<file path="config.mk">
export PLATFORM = sky130hd
export DESIGN_NAME = vip_dataflow_sched_flat
export DESIGN_NICKNAME = d
export VERILOG_FILES = /design/src/rtl/vip_dataflow_sched_if.sv /design/src/rtl/vip_dataflow_sched.sv /design/src/flat_wrapper.sv
export SDC_FILE = /design/constraint.sdc
export NUM_CORES = 1
export LEC_CHECK = 0
export CORE_ASPECT_RATIO = 0.5
export CORE_MARGIN = 4
export CORE_UTILIZATION = 25
export CTS_BUF_LIST = sky130_fd_sc_hd__clkbuf_2 sky130_fd_sc_hd__clkbuf_4 sky130_fd_sc_hd__clkbuf_8
export DETAILED_ROUTE_END_ITERATION = 6
export MAX_ROUTING_LAYER = met4
export PLACE_DENSITY = 0.49
export SLEW_MARGIN = 40
export SYNTH_ARGS = -nofsm -noshare
export SYNTH_HDL_FRONTEND = slang
export SYNTH_SLANG_ARGS = --single-unit
</file>
<file path="constraint.sdc">
create_clock -name clock -period 2.6 [get_ports clock]
set_input_delay 0.52 -clock clock [delete_from_list [all_inputs] [get_ports clock]]
set_output_delay 0.52 -clock clock [all_outputs]
set_load 0.05 [all_outputs]
</file>
<file path="src/rtl/vip_dataflow_sched_if.sv">
// Handshake bundle between the dataflow sequencer and its three stages plus top-level control.
// master is the sequencer side, slave is the environment (top controller and stages).
interface vip_dataflow_sched_if #(
    parameter int FCNT_W = 16
);
    logic              ap_start;
    logic              ap_ready;
    logic              ap_done;
    logic              ap_idle;
    logic              p0_start, p1_start, p2_start;
    logic              p0_ready, p1_ready, p2_ready;
    logic              p0_done,  p1_done,  p2_done;
    logic              p0_idle,  p1_idle,  p2_idle;
    logic [FCNT_W-1:0] frame_cnt;
    logic [3:0]        tok01_lvl;
    logic [3:0]        tok12_lvl;
    logic              stall_flag;
    logic              stall_clr;

    modport master (
        input  ap_start, p0_ready, p1_ready, p2_ready,
               p0_done, p1_done, p2_done,
               p0_idle, p1_idle, p2_idle, stall_clr,
        output ap_ready, ap_done, ap_idle,
               p0_start, p1_start, p2_start,
               frame_cnt, tok01_lvl, tok12_lvl, stall_flag
    );

    modport slave (
        output ap_start, p0_ready, p1_ready, p2_ready,
               p0_done, p1_done, p2_done,
               p0_idle, p1_idle, p2_idle, stall_clr,
        input  ap_ready, ap_done, ap_idle,
               p0_start, p1_start, p2_start,
               frame_cnt, tok01_lvl, tok12_lvl, stall_flag
    );
endinterface

</file>
<file path="src/rtl/vip_dataflow_sched.sv">
// Start/done sequencer for P0->P1->P2: stage starts are combinational from token levels; ap_done/ap_idle lag one cycle.
// Backpressure: a full token counter drops the upstream start (and ap_ready) until the downstream stage accepts.
module vip_dataflow_sched #(
    parameter int START_DEPTH = 2,
    parameter int FCNT_W      = 16,
    parameter int WD_W        = 20,
    parameter int WD_LIMIT    = 1000000
) (
    input  logic                  clock,
    input  logic                  reset,
    vip_dataflow_sched_if.master  bus
);
    localparam logic [3:0]      DEPTH  = 4'(START_DEPTH);
    localparam logic [WD_W-1:0] WD_LIM = WD_W'(WD_LIMIT);

    logic [3:0]        tok01, tok12;
    logic [4:0]        pend;
    logic [WD_W-1:0]   wd_cnt, wd_nxt;
    logic [FCNT_W-1:0] frame_cnt;
    logic              ap_done_q, ap_idle_q, stall_q;
    logic              p0_fire, p1_fire, p2_fire, progress;

    assign bus.p0_start = bus.ap_start & (tok01 < DEPTH);
    assign bus.p1_start = (tok01 != 4'd0) & (tok12 < DEPTH);
    assign bus.p2_start = (tok12 != 4'd0);
    assign bus.ap_ready = p0_fire;

    assign p0_fire  = bus.p0_start & bus.p0_ready;
    assign p1_fire  = bus.p1_start & bus.p1_ready;
    assign p2_fire  = bus.p2_start & bus.p2_ready;
    assign progress = p0_fire | p1_fire | p2_fire |
                      bus.p0_done | bus.p1_done | bus.p2_done;

    assign bus.ap_done    = ap_done_q;
    assign bus.ap_idle    = ap_idle_q;
    assign bus.frame_cnt  = frame_cnt;
    assign bus.tok01_lvl  = tok01;
    assign bus.tok12_lvl  = tok12;
    assign bus.stall_flag = stall_q;

    // Watchdog only counts while a frame is in flight and nothing moves.
    always_comb begin
        wd_nxt = wd_cnt;
        if (bus.stall_clr || progress || (pend == 5'd0)) begin
            wd_nxt = '0;
        end else if (wd_cnt != '1) begin
            wd_nxt = wd_cnt + 1'b1;
        end
    end

    always_ff @(posedge clock or posedge reset) begin
        if (reset) begin
            tok01     <= 4'd0;
            tok12     <= 4'd0;
            pend      <= 5'd0;
            wd_cnt    <= '0;
            frame_cnt <= '0;
            ap_done_q <= 1'b0;
            ap_idle_q <= 1'b1;
            stall_q   <= 1'b0;
        end else begin
            // Simultaneous increment and decrement cancel out.
            tok01     <= tok01 + 4'(p0_fire) - 4'(p1_fire);
            tok12     <= tok12 + 4'(p1_fire) - 4'(p2_fire);
            pend      <= pend + 5'(p0_fire) - 5'(bus.p2_done);
            wd_cnt    <= wd_nxt;
            ap_done_q <= bus.p2_done;
            if (bus.p2_done) begin
                frame_cnt <= frame_cnt + 1'b1;
            end
            ap_idle_q <= bus.p0_idle & bus.p1_idle & bus.p2_idle &
                         (tok01 == 4'd0) & (tok12 == 4'd0) & ~bus.ap_start;
            if (bus.stall_clr) begin
                stall_q <= 1'b0;
            end else if (wd_nxt >= WD_LIM) begin
                stall_q <= 1'b1;
            end
        end
    end
endmodule

</file>
<file path="src/flat_wrapper.sv">
// flat-port wrapper written by rule: the top's interface ports become plain ports
module vip_dataflow_sched_flat 
#(
    parameter int START_DEPTH = 2,
    parameter int FCNT_W      = 16,
    parameter int WD_W        = 20,
    parameter int WD_LIMIT    = 1000000
)
  (clock, reset, bus_ap_start, bus_p0_ready, bus_p1_ready, bus_p2_ready, bus_p0_done, bus_p1_done, bus_p2_done, bus_p0_idle, bus_p1_idle, bus_p2_idle, bus_stall_clr, bus_ap_ready, bus_ap_done, bus_ap_idle, bus_p0_start, bus_p1_start, bus_p2_start, bus_frame_cnt, bus_tok01_lvl, bus_tok12_lvl, bus_stall_flag);
  vip_dataflow_sched_if #(.FCNT_W(FCNT_W)) bus_i ();
  input  logic clock;
  input  logic reset;
  input wire logic [$bits(bus_i.ap_start)-1:0] bus_ap_start;
  input wire logic [$bits(bus_i.p0_ready)-1:0] bus_p0_ready;
  input wire logic [$bits(bus_i.p1_ready)-1:0] bus_p1_ready;
  input wire logic [$bits(bus_i.p2_ready)-1:0] bus_p2_ready;
  input wire logic [$bits(bus_i.p0_done)-1:0] bus_p0_done;
  input wire logic [$bits(bus_i.p1_done)-1:0] bus_p1_done;
  input wire logic [$bits(bus_i.p2_done)-1:0] bus_p2_done;
  input wire logic [$bits(bus_i.p0_idle)-1:0] bus_p0_idle;
  input wire logic [$bits(bus_i.p1_idle)-1:0] bus_p1_idle;
  input wire logic [$bits(bus_i.p2_idle)-1:0] bus_p2_idle;
  input wire logic [$bits(bus_i.stall_clr)-1:0] bus_stall_clr;
  output wire logic [$bits(bus_i.ap_ready)-1:0] bus_ap_ready;
  output wire logic [$bits(bus_i.ap_done)-1:0] bus_ap_done;
  output wire logic [$bits(bus_i.ap_idle)-1:0] bus_ap_idle;
  output wire logic [$bits(bus_i.p0_start)-1:0] bus_p0_start;
  output wire logic [$bits(bus_i.p1_start)-1:0] bus_p1_start;
  output wire logic [$bits(bus_i.p2_start)-1:0] bus_p2_start;
  output wire logic [$bits(bus_i.frame_cnt)-1:0] bus_frame_cnt;
  output wire logic [$bits(bus_i.tok01_lvl)-1:0] bus_tok01_lvl;
  output wire logic [$bits(bus_i.tok12_lvl)-1:0] bus_tok12_lvl;
  output wire logic [$bits(bus_i.stall_flag)-1:0] bus_stall_flag;
  assign bus_i.ap_start = bus_ap_start;
  assign bus_i.p0_ready = bus_p0_ready;
  assign bus_i.p1_ready = bus_p1_ready;
  assign bus_i.p2_ready = bus_p2_ready;
  assign bus_i.p0_done = bus_p0_done;
  assign bus_i.p1_done = bus_p1_done;
  assign bus_i.p2_done = bus_p2_done;
  assign bus_i.p0_idle = bus_p0_idle;
  assign bus_i.p1_idle = bus_p1_idle;
  assign bus_i.p2_idle = bus_p2_idle;
  assign bus_i.stall_clr = bus_stall_clr;
  assign bus_ap_ready = bus_i.ap_ready;
  assign bus_ap_done = bus_i.ap_done;
  assign bus_ap_idle = bus_i.ap_idle;
  assign bus_p0_start = bus_i.p0_start;
  assign bus_p1_start = bus_i.p1_start;
  assign bus_p2_start = bus_i.p2_start;
  assign bus_frame_cnt = bus_i.frame_cnt;
  assign bus_tok01_lvl = bus_i.tok01_lvl;
  assign bus_tok12_lvl = bus_i.tok12_lvl;
  assign bus_stall_flag = bus_i.stall_flag;
  vip_dataflow_sched #(.START_DEPTH(START_DEPTH), .FCNT_W(FCNT_W), .WD_W(WD_W), .WD_LIMIT(WD_LIMIT)) u_core (.clock(clock), .reset(reset), .bus(bus_i));
endmodule
</file>
Yosys cells after proc, flatten, opt, wreduce, memory -nomap -nowiden
Index checks and enable logic that the tools add are counted.
{"block": "word_totals", "register_bits": 52, "input_bits": 13, "out_inout_bits": 31, "elab_cells": 48}
{"block": "op_classes", "n_addsub": 8, "n_lt_le_gt_ge": 3, "eq_ne": 1, "n_mux": 4, "bitwise_logic": 16, "n_reduce_logical": 8}
{"cell": "two-way mux 20 bit", "n": 2}
{"cell": "adder 20 x 1 -> 20 bit (second input constant)", "n": 1}
{"cell": ">= comparator 20 bit (second input constant)", "n": 1}
{"cell": "!= test 20 bit (second input constant)", "n": 1}
{"cell": "adder 16 x 1 -> 16 bit (second input constant)", "n": 1}
{"cell": "bitwise AND 1 bit", "n": 10}
{"cell": "adder 4 x 1 -> 4 bit", "n": 2}
{"cell": "logical NOT 4 bit", "n": 2}
{"cell": "< comparator 4 x 2 -> 1 bit (second input constant)", "n": 2}
{"cell": "nonzero test 4 bit", "n": 2}
{"cell": "subtractor 4 x 1 -> 4 bit", "n": 2}
{"cell": "adder 5 x 1 -> 5 bit", "n": 1}
{"cell": "logical NOT 5 bit", "n": 1}
{"cell": "OR 1 bit", "n": 5}
{"cell": "subtractor 5 x 1 -> 5 bit", "n": 1}
{"cell": "logical OR 1 bit", "n": 2}
{"cell": "two-way mux 1 bit", "n": 2}
{"cell": "nonzero test 2 bit", "n": 1}
{"cell": "inverter 1 bit", "n": 1}

Depth between registers and ports, before layout
{"block": "logic_depth", "depth_word": 14, "depth_mapped": 14, "ltp_nobuf": 14}

Worst setup path after synthesis
No wires, ideal clock.
{"block": "synth_path", "path_kind": "register to register", "startpoint": "register u_core.tok01[2], in the netlist u_core.bus.tok01_lvl[2]", "endpoint": "register u_core.tok01[2], in the netlist u_core.bus.tok01_lvl[2]", "setup_time_ns": 0.123, "arrival_time_ns": 3.515, "required_ns": 2.477, "path_slack_ns": -1.037, "path_stages_with_launch": 11, "path_buffers": 0, "synth_period_minus_slack_ns": 3.637, "cell_sequence": "dfrtp_1 > inv_1 > ha_1 > nor3b_1 > nor3b_1 > nand2_1 > ha_1 > ha_1 > inv_1 > fa_1 > xnor2_1"}
{"block": "synth_between", "word_cells_on_any_way": 8, "cone_classes": "add/sub: 2; order compare: 1; bitwise: 4; reduce/logical: 1"}
{"item": "from (decl)", "line": "vip_dataflow_sched.sv:16", "source": "logic [3:0] tok01, tok12;"}
{"item": "from (signal assigned)", "line": "vip_dataflow_sched.sv:63", "source": "tok01 <= tok01 + 4'(p0_fire) - 4'(p1_fire);"}
{"item": "nonzero test 4 bit", "line": "vip_dataflow_sched.sv:24", "source": "assign bus.p1_start = (tok01 != 4'd0) & (tok12 < DEPTH);"}
{"item": "bitwise AND 1 bit", "line": "vip_dataflow_sched.sv:24"}
{"item": "via bus_p1_start", "line": "flat_wrapper.sv:28", "source": "output wire logic [$bits(bus_i.p1_start)-1:0] bus_p1_start;"}
{"item": "bitwise AND 1 bit", "line": "vip_dataflow_sched.sv:29", "source": "assign p1_fire = bus.p1_start & bus.p1_ready;"}
{"item": "subtractor 4 x 1 -> 4 bit", "line": "vip_dataflow_sched.sv:63"}
The timed path passes the listed nets, and every way through them passes these cells.
A chain may end at the register's enable or synchronous reset.

Worst setup path after layout
{"block": "layout_path", "startpoint": "input bus_ap_start", "endpoint": "register u_core.pend[4]"}
{"block": "layout_between", "elab_chain_cells": 4}
{"item": "from (decl)", "line": "flat_wrapper.sv:13", "source": "input wire logic [$bits(bus_i.ap_start)-1:0] bus_ap_start;"}
{"item": "bitwise AND 1 bit", "line": "vip_dataflow_sched.sv:23", "source": "assign bus.p0_start = bus.ap_start & (tok01 < DEPTH);"}
{"item": "bitwise AND 1 bit", "line": "vip_dataflow_sched.sv:28", "source": "assign p0_fire = bus.p0_start & bus.p0_ready;"}
{"item": "adder 5 x 1 -> 5 bit", "line": "vip_dataflow_sched.sv:65", "source": "pend <= pend + 5'(p0_fire) - 5'(bus.p2_done);"}
{"item": "subtractor 5 x 1 -> 5 bit", "line": "vip_dataflow_sched.sv:65"}
{"item": "to (signal assigned)", "line": "vip_dataflow_sched.sv:65"}
{"item": "to (decl)", "line": "vip_dataflow_sched.sv:17", "source": "logic [4:0] pend;"}
Every way passes these cells.

==> results.txt <==
- The flow ran to the end, and the final reports show no timing, DRC or antenna violations.
* Number of cells upsized or downsized after cts: 1
- Top cell by count, worst path: sky130_fd_sc_hd__inv_1
* Count of TritonRoute iterations in the first routing pass: 4
- Via count of the first global-routing pass: 2400
- The largest individual stage delay along the critical path comes from the cell sky130_fd_sc_hd__clkdlybuf4s50_1.
* Number of warnings issued by yosys: 0
- Ys flop type: sky130_fd_sc_hd__dfrtp_1
- Headroom to the max-slew limit came out at 63.61%.
- Counting flops with a built-in enable in the synthesized netlist gives 0.
- Startpoint class of the critical path: input pin
- Switching part of the total: a little over two fifths
- Total internal power: 1.886 mW
* ANT cells: 0
* Post-CTS Setup Inserts: 0
- After detailed routing, the total wire length is 6744 um.
- Top Ports: 44
* Floorplan Core Area: 0.01122 mm^2
- Placement row count: 27
* CTS tree: built
- Wire length of the first global-routing pass: about 12000 um
- Flip-flop and latch count after synthesis: 52
- The average instance in the mapped netlist occupies 10.37 um^2.
- Cell area after layout: 0.003807 mm^2
* Signed area change from the synthesized netlist to the final layout: 30.15%
* Antenna violations before repair: 0
* Horizontal die dimension: 161.0 um
- Clock root buffer: sky130_fd_sc_hd__clkbuf_8
* Sequential-to-total area share from yosys stat: 44.53%
- For this run, asynchronously set or reset flops after synthesis account for 100.0%.
- Post-CTS clock slew at the launch and capture registers of the worst setup and hold paths: 100 ps
- For this design, the sink count on the clock tree is 52.
- The initial utilization of the core area, before any placement, comes to 26.08%.
- After detailed routing, the average wire length per cell comes to 13.41 um.
- The final number of hold-violating endpoints was 0.
- Endpoint of the worst-slack reg-to-reg timing path: u_core.bus.tok12_lvl[2]
* Number of nets in the layout: 378
- The worst register-to-register path has a depth of 11.
- Remaining DRCs: 0
- Across all layers, the routed design uses roughly 2200 vias.
* Clock group share of total power: 15.4%
* Cells after Synth: approximately 280
* Post-layout minimum cycle time: 2398 ps
- In this run the deepest clock path goes through 2 buffers.
- Final ANT Viol Nets: 0
* Highest attainable clock frequency: around 420 MHz
- Data on the critical path arrives at its endpoint at 2600 ps.
- CTS H-tree depth: 2
* Share of post-route cells with drive strength above 1: 18.90%
- Entering global routing, the biggest net connects 53 pins.
- Number of max-slew violations in the final report: 0
- Of all nets on the critical path, the largest fanout is 2.
- Critical R2R Launch: u_core.bus.tok12_lvl[2]
- The library cells used most frequently in the layout, excluding fill and tap cells, are 46 x sky130_fd_sc_hd__dfrtp_1, 39 x sky130_fd_sc_hd__clkdlybuf4s50_1, 27 x sky130_fd_sc_hd__inv_1.
- On the final layout, the worst clock skew is 11.73 ps.
- In this run the cell area measured after placement is 0.003712 mm^2.
- For this run, the total global-route usage over all layers was measured as 10.81%.
* Max-Cap Viols: 0
- Using the TritonRoute via totals, the vias-per-cell ratio works out to 4.423.
* Power per cell area: 865.9 mW/mm^2
* Placed Cells incl. Taps: 495
- Leading cell type in the layout, fill and taps excluded: sky130_fd_sc_hd__dfrtp_1
* Critical Path Max Stage Delay: 490 ps
* Fin cells: 503
- Die area: 0.01360 mm^2
- Quantity of hold-fixing buffers added after cts: 0
- Worst reg-to-reg setup slack: ~230 ps
- Data on the critical path is required at its endpoint by 2810 ps.
- Per report_power, the combinational group accounts for about half of the total.
- Static power due to leakage: approximately 1.6 nW
- Per report_power, the sequential group accounts for 35.0% of the total.
- At the pin with the least slew margin, the transition time is approximately 540 ps.
- Counting the buffers created by CTS gives 5.
* Endpoints failing setup: 0
* Final Cycle Share: between 90% and 100%
* Startpoint of the most critical setup path: bus_ap_start
* Max IR drop VDD: about 0.00035 V
- Following the worst setup path forward leads to its endpoint at u_core.pend[4].
- Number of port buffers: 43
- HPWL after detailed placement: 5127 um
- The mapped netlist covers 0.002925 mm^2.
* Cell Chain, Critical Path: clkdlybuf4s50_1, and3_2, nand2_1, ha_1, inv_1, ha_1, inv_1, fa_1, inv_1, a21oi_1, nor2_1, nor2_1, xnor2_1
- At the later pin of the worst-skew pair, clock insertion delay measures 320 ps.
* Routability cong.: 0.8034
- Hold is met by 476.1 ps.
- The worst hold path belongs to the class flip-flop to flip-flop.
- Die extent in y: about 84 um
- Unique masters post-synth: 53
- Counting every net in the synthesized netlist gives 317.
- The worst setup path is captured at a flip-flop.
* Switching power summed over all nets: 1.411 mW
- Number of DRC markers after the initial detailed-route iteration: 90
* Unrepaired setup endpoints after global routing: no
- The setup path with the least slack is of type input pin to flip-flop.
- GRT overflow: 0
==> power groups by stage <==
stage / registers [mW] / clock network, mW / logic [mW]
global placement: 1.17 / 0 / 1.62
detailed placement: 1.18 / 0 / 1.66
finish: 1.15 / 0.508 / 1.63
global route: 1.19 / 0.566 / 1.78
floorplan: 1.56 / 0 / 0.738
CTS: 1.16 / 0.537 / 1.66
==> cell families (layout without fill, tap and decap cells) <==
logic type | after synthesis | after routing | share of synthesized area [%]
flops | 52 | 52 | 44.53
buf+inv | 33 | 95 | 4.662
compound gates | 38 | 38 | 8.768
simple gates | 102 | 102 | 21.17
xor+xnor | 31 | 31 | 9.281
fa+ha+maj | 22 | 22 | 10.18
mux | 4 | 4 | 1.411
==> sequential cells by signal, indices dropped and copies added (netlist names) <==
signal,count
u_core.pend,5
u_core.bus.ap_done,1
u_core.bus.frame_cnt,16
u_core.bus.stall_flag,1
u_core.bus.tok12_lvl,4
u_core.wd_cnt,20
u_core.bus.ap_idle,1
u_core.bus.tok01_lvl,4
==> layout make-up <==
| type | count | area [um^2] |
|---|---|---|
| Clock buffer | 6 | 82.58 |
| Inverter | 30 | 112.6 |
| Tap cell | 159 | 198.9 |
| Clock inverter | 2 | 13.76 |
| Fill cell | 1157 | 7408 |
| Multi-Input combinational cell | 197 | 1526 |
| Timing Repair Buffer | 57 | 564.3 |
| Sequential cell | 52 | 1309 |
==> worst min-delay path by stage <==
stage | cells after the start | from | slack [ps] | to
2_1_floorplan | 1 | u_core.pend[0] | 470 | u_core.pend[0]
3_3_place_gp | 1 | u_core.bus.frame_cnt[15] | 460 | u_core.bus.frame_cnt[15]
3_5_place_dp | 1 | u_core.bus.frame_cnt[15] | 460 | u_core.bus.frame_cnt[15]
4_1_cts | 1 | u_core.bus.frame_cnt[15] | 480 | u_core.bus.frame_cnt[15]
5_1_grt | 1 | u_core.bus.frame_cnt[9] | 520 | u_core.bus.frame_cnt[9]
6_report | 1 | u_core.bus.frame_cnt[15] | 480 | u_core.bus.frame_cnt[15]
==> layer usage <==
metal | global-route usage [%] | up-vias | wire length (um)
met2 | 18.69 | 25 | 3414
met1 | 13.10 | 1094 | 3095
met5 | - | - | 0
met3 | 1.766 | 7 | 139
li1 | - | 1099 | -
met4 | 3.251 | 0 | 93
==> critical path, delay by kind of cell <==
kind | cells | cell delay, ps
AOI/OAI and AO/OA | 1 | 60
xor gates and xnor gates | 1 | 110
adders and majority gates | 3 | 820
buffers and inverters | 4 | 660
and+or+nand+nor | 4 | 410
==> Yosys cell counts (3+ instances only) <==
master                     instances  area share, %
sky130_fd_sc_hd__nor2b_1           3           0.64
sky130_fd_sc_hd__a31oi_1           3           0.64
sky130_fd_sc_hd__inv_1            30            3.8
sky130_fd_sc_hd__o211ai_1          3           0.77
sky130_fd_sc_hd__nand4_1           9            1.9
sky130_fd_sc_hd__nand3_1           9            1.5
sky130_fd_sc_hd__dfrtp_1          51             44
sky130_fd_sc_hd__xor2_1            9            2.7
sky130_fd_sc_hd__mux2i_1           3            1.0
sky130_fd_sc_hd__xnor2_1          22            6.6
sky130_fd_sc_hd__and3_1            6            1.3
sky130_fd_sc_hd__and2_1            4           0.86
sky130_fd_sc_hd__fa_1              3            2.1
sky130_fd_sc_hd__a21o_1            3           0.77
sky130_fd_sc_hd__and3_2            3           0.77
sky130_fd_sc_hd__nor2_1           21            2.7
sky130_fd_sc_hd__nand2_1          17            2.2
sky130_fd_sc_hd__nor3_1            5           0.86
sky130_fd_sc_hd__o21ai_0           4           0.68
sky130_fd_sc_hd__ha_1             19            8.1
sky130_fd_sc_hd__a21oi_1          12            2.1
==> stage by stage <==
step / setup WS [ps] / TNS (ps) / util (%) / power, mW
global route: 79.37 / 0 / 33.95 / 3.535
detailed placement: -137.7 / -322.9 / 33.10 / 2.831
floorplan: -98.63 / -331.2 / - / 2.297
CTS: 200.9 / 0 / 33.95 / 3.358
finish: 202.4 / 0 / 33.95 / 3.297
global placement: -68.59 / -68.59 / 33.10 / 2.785
Power figures use the tool's default switching activity.
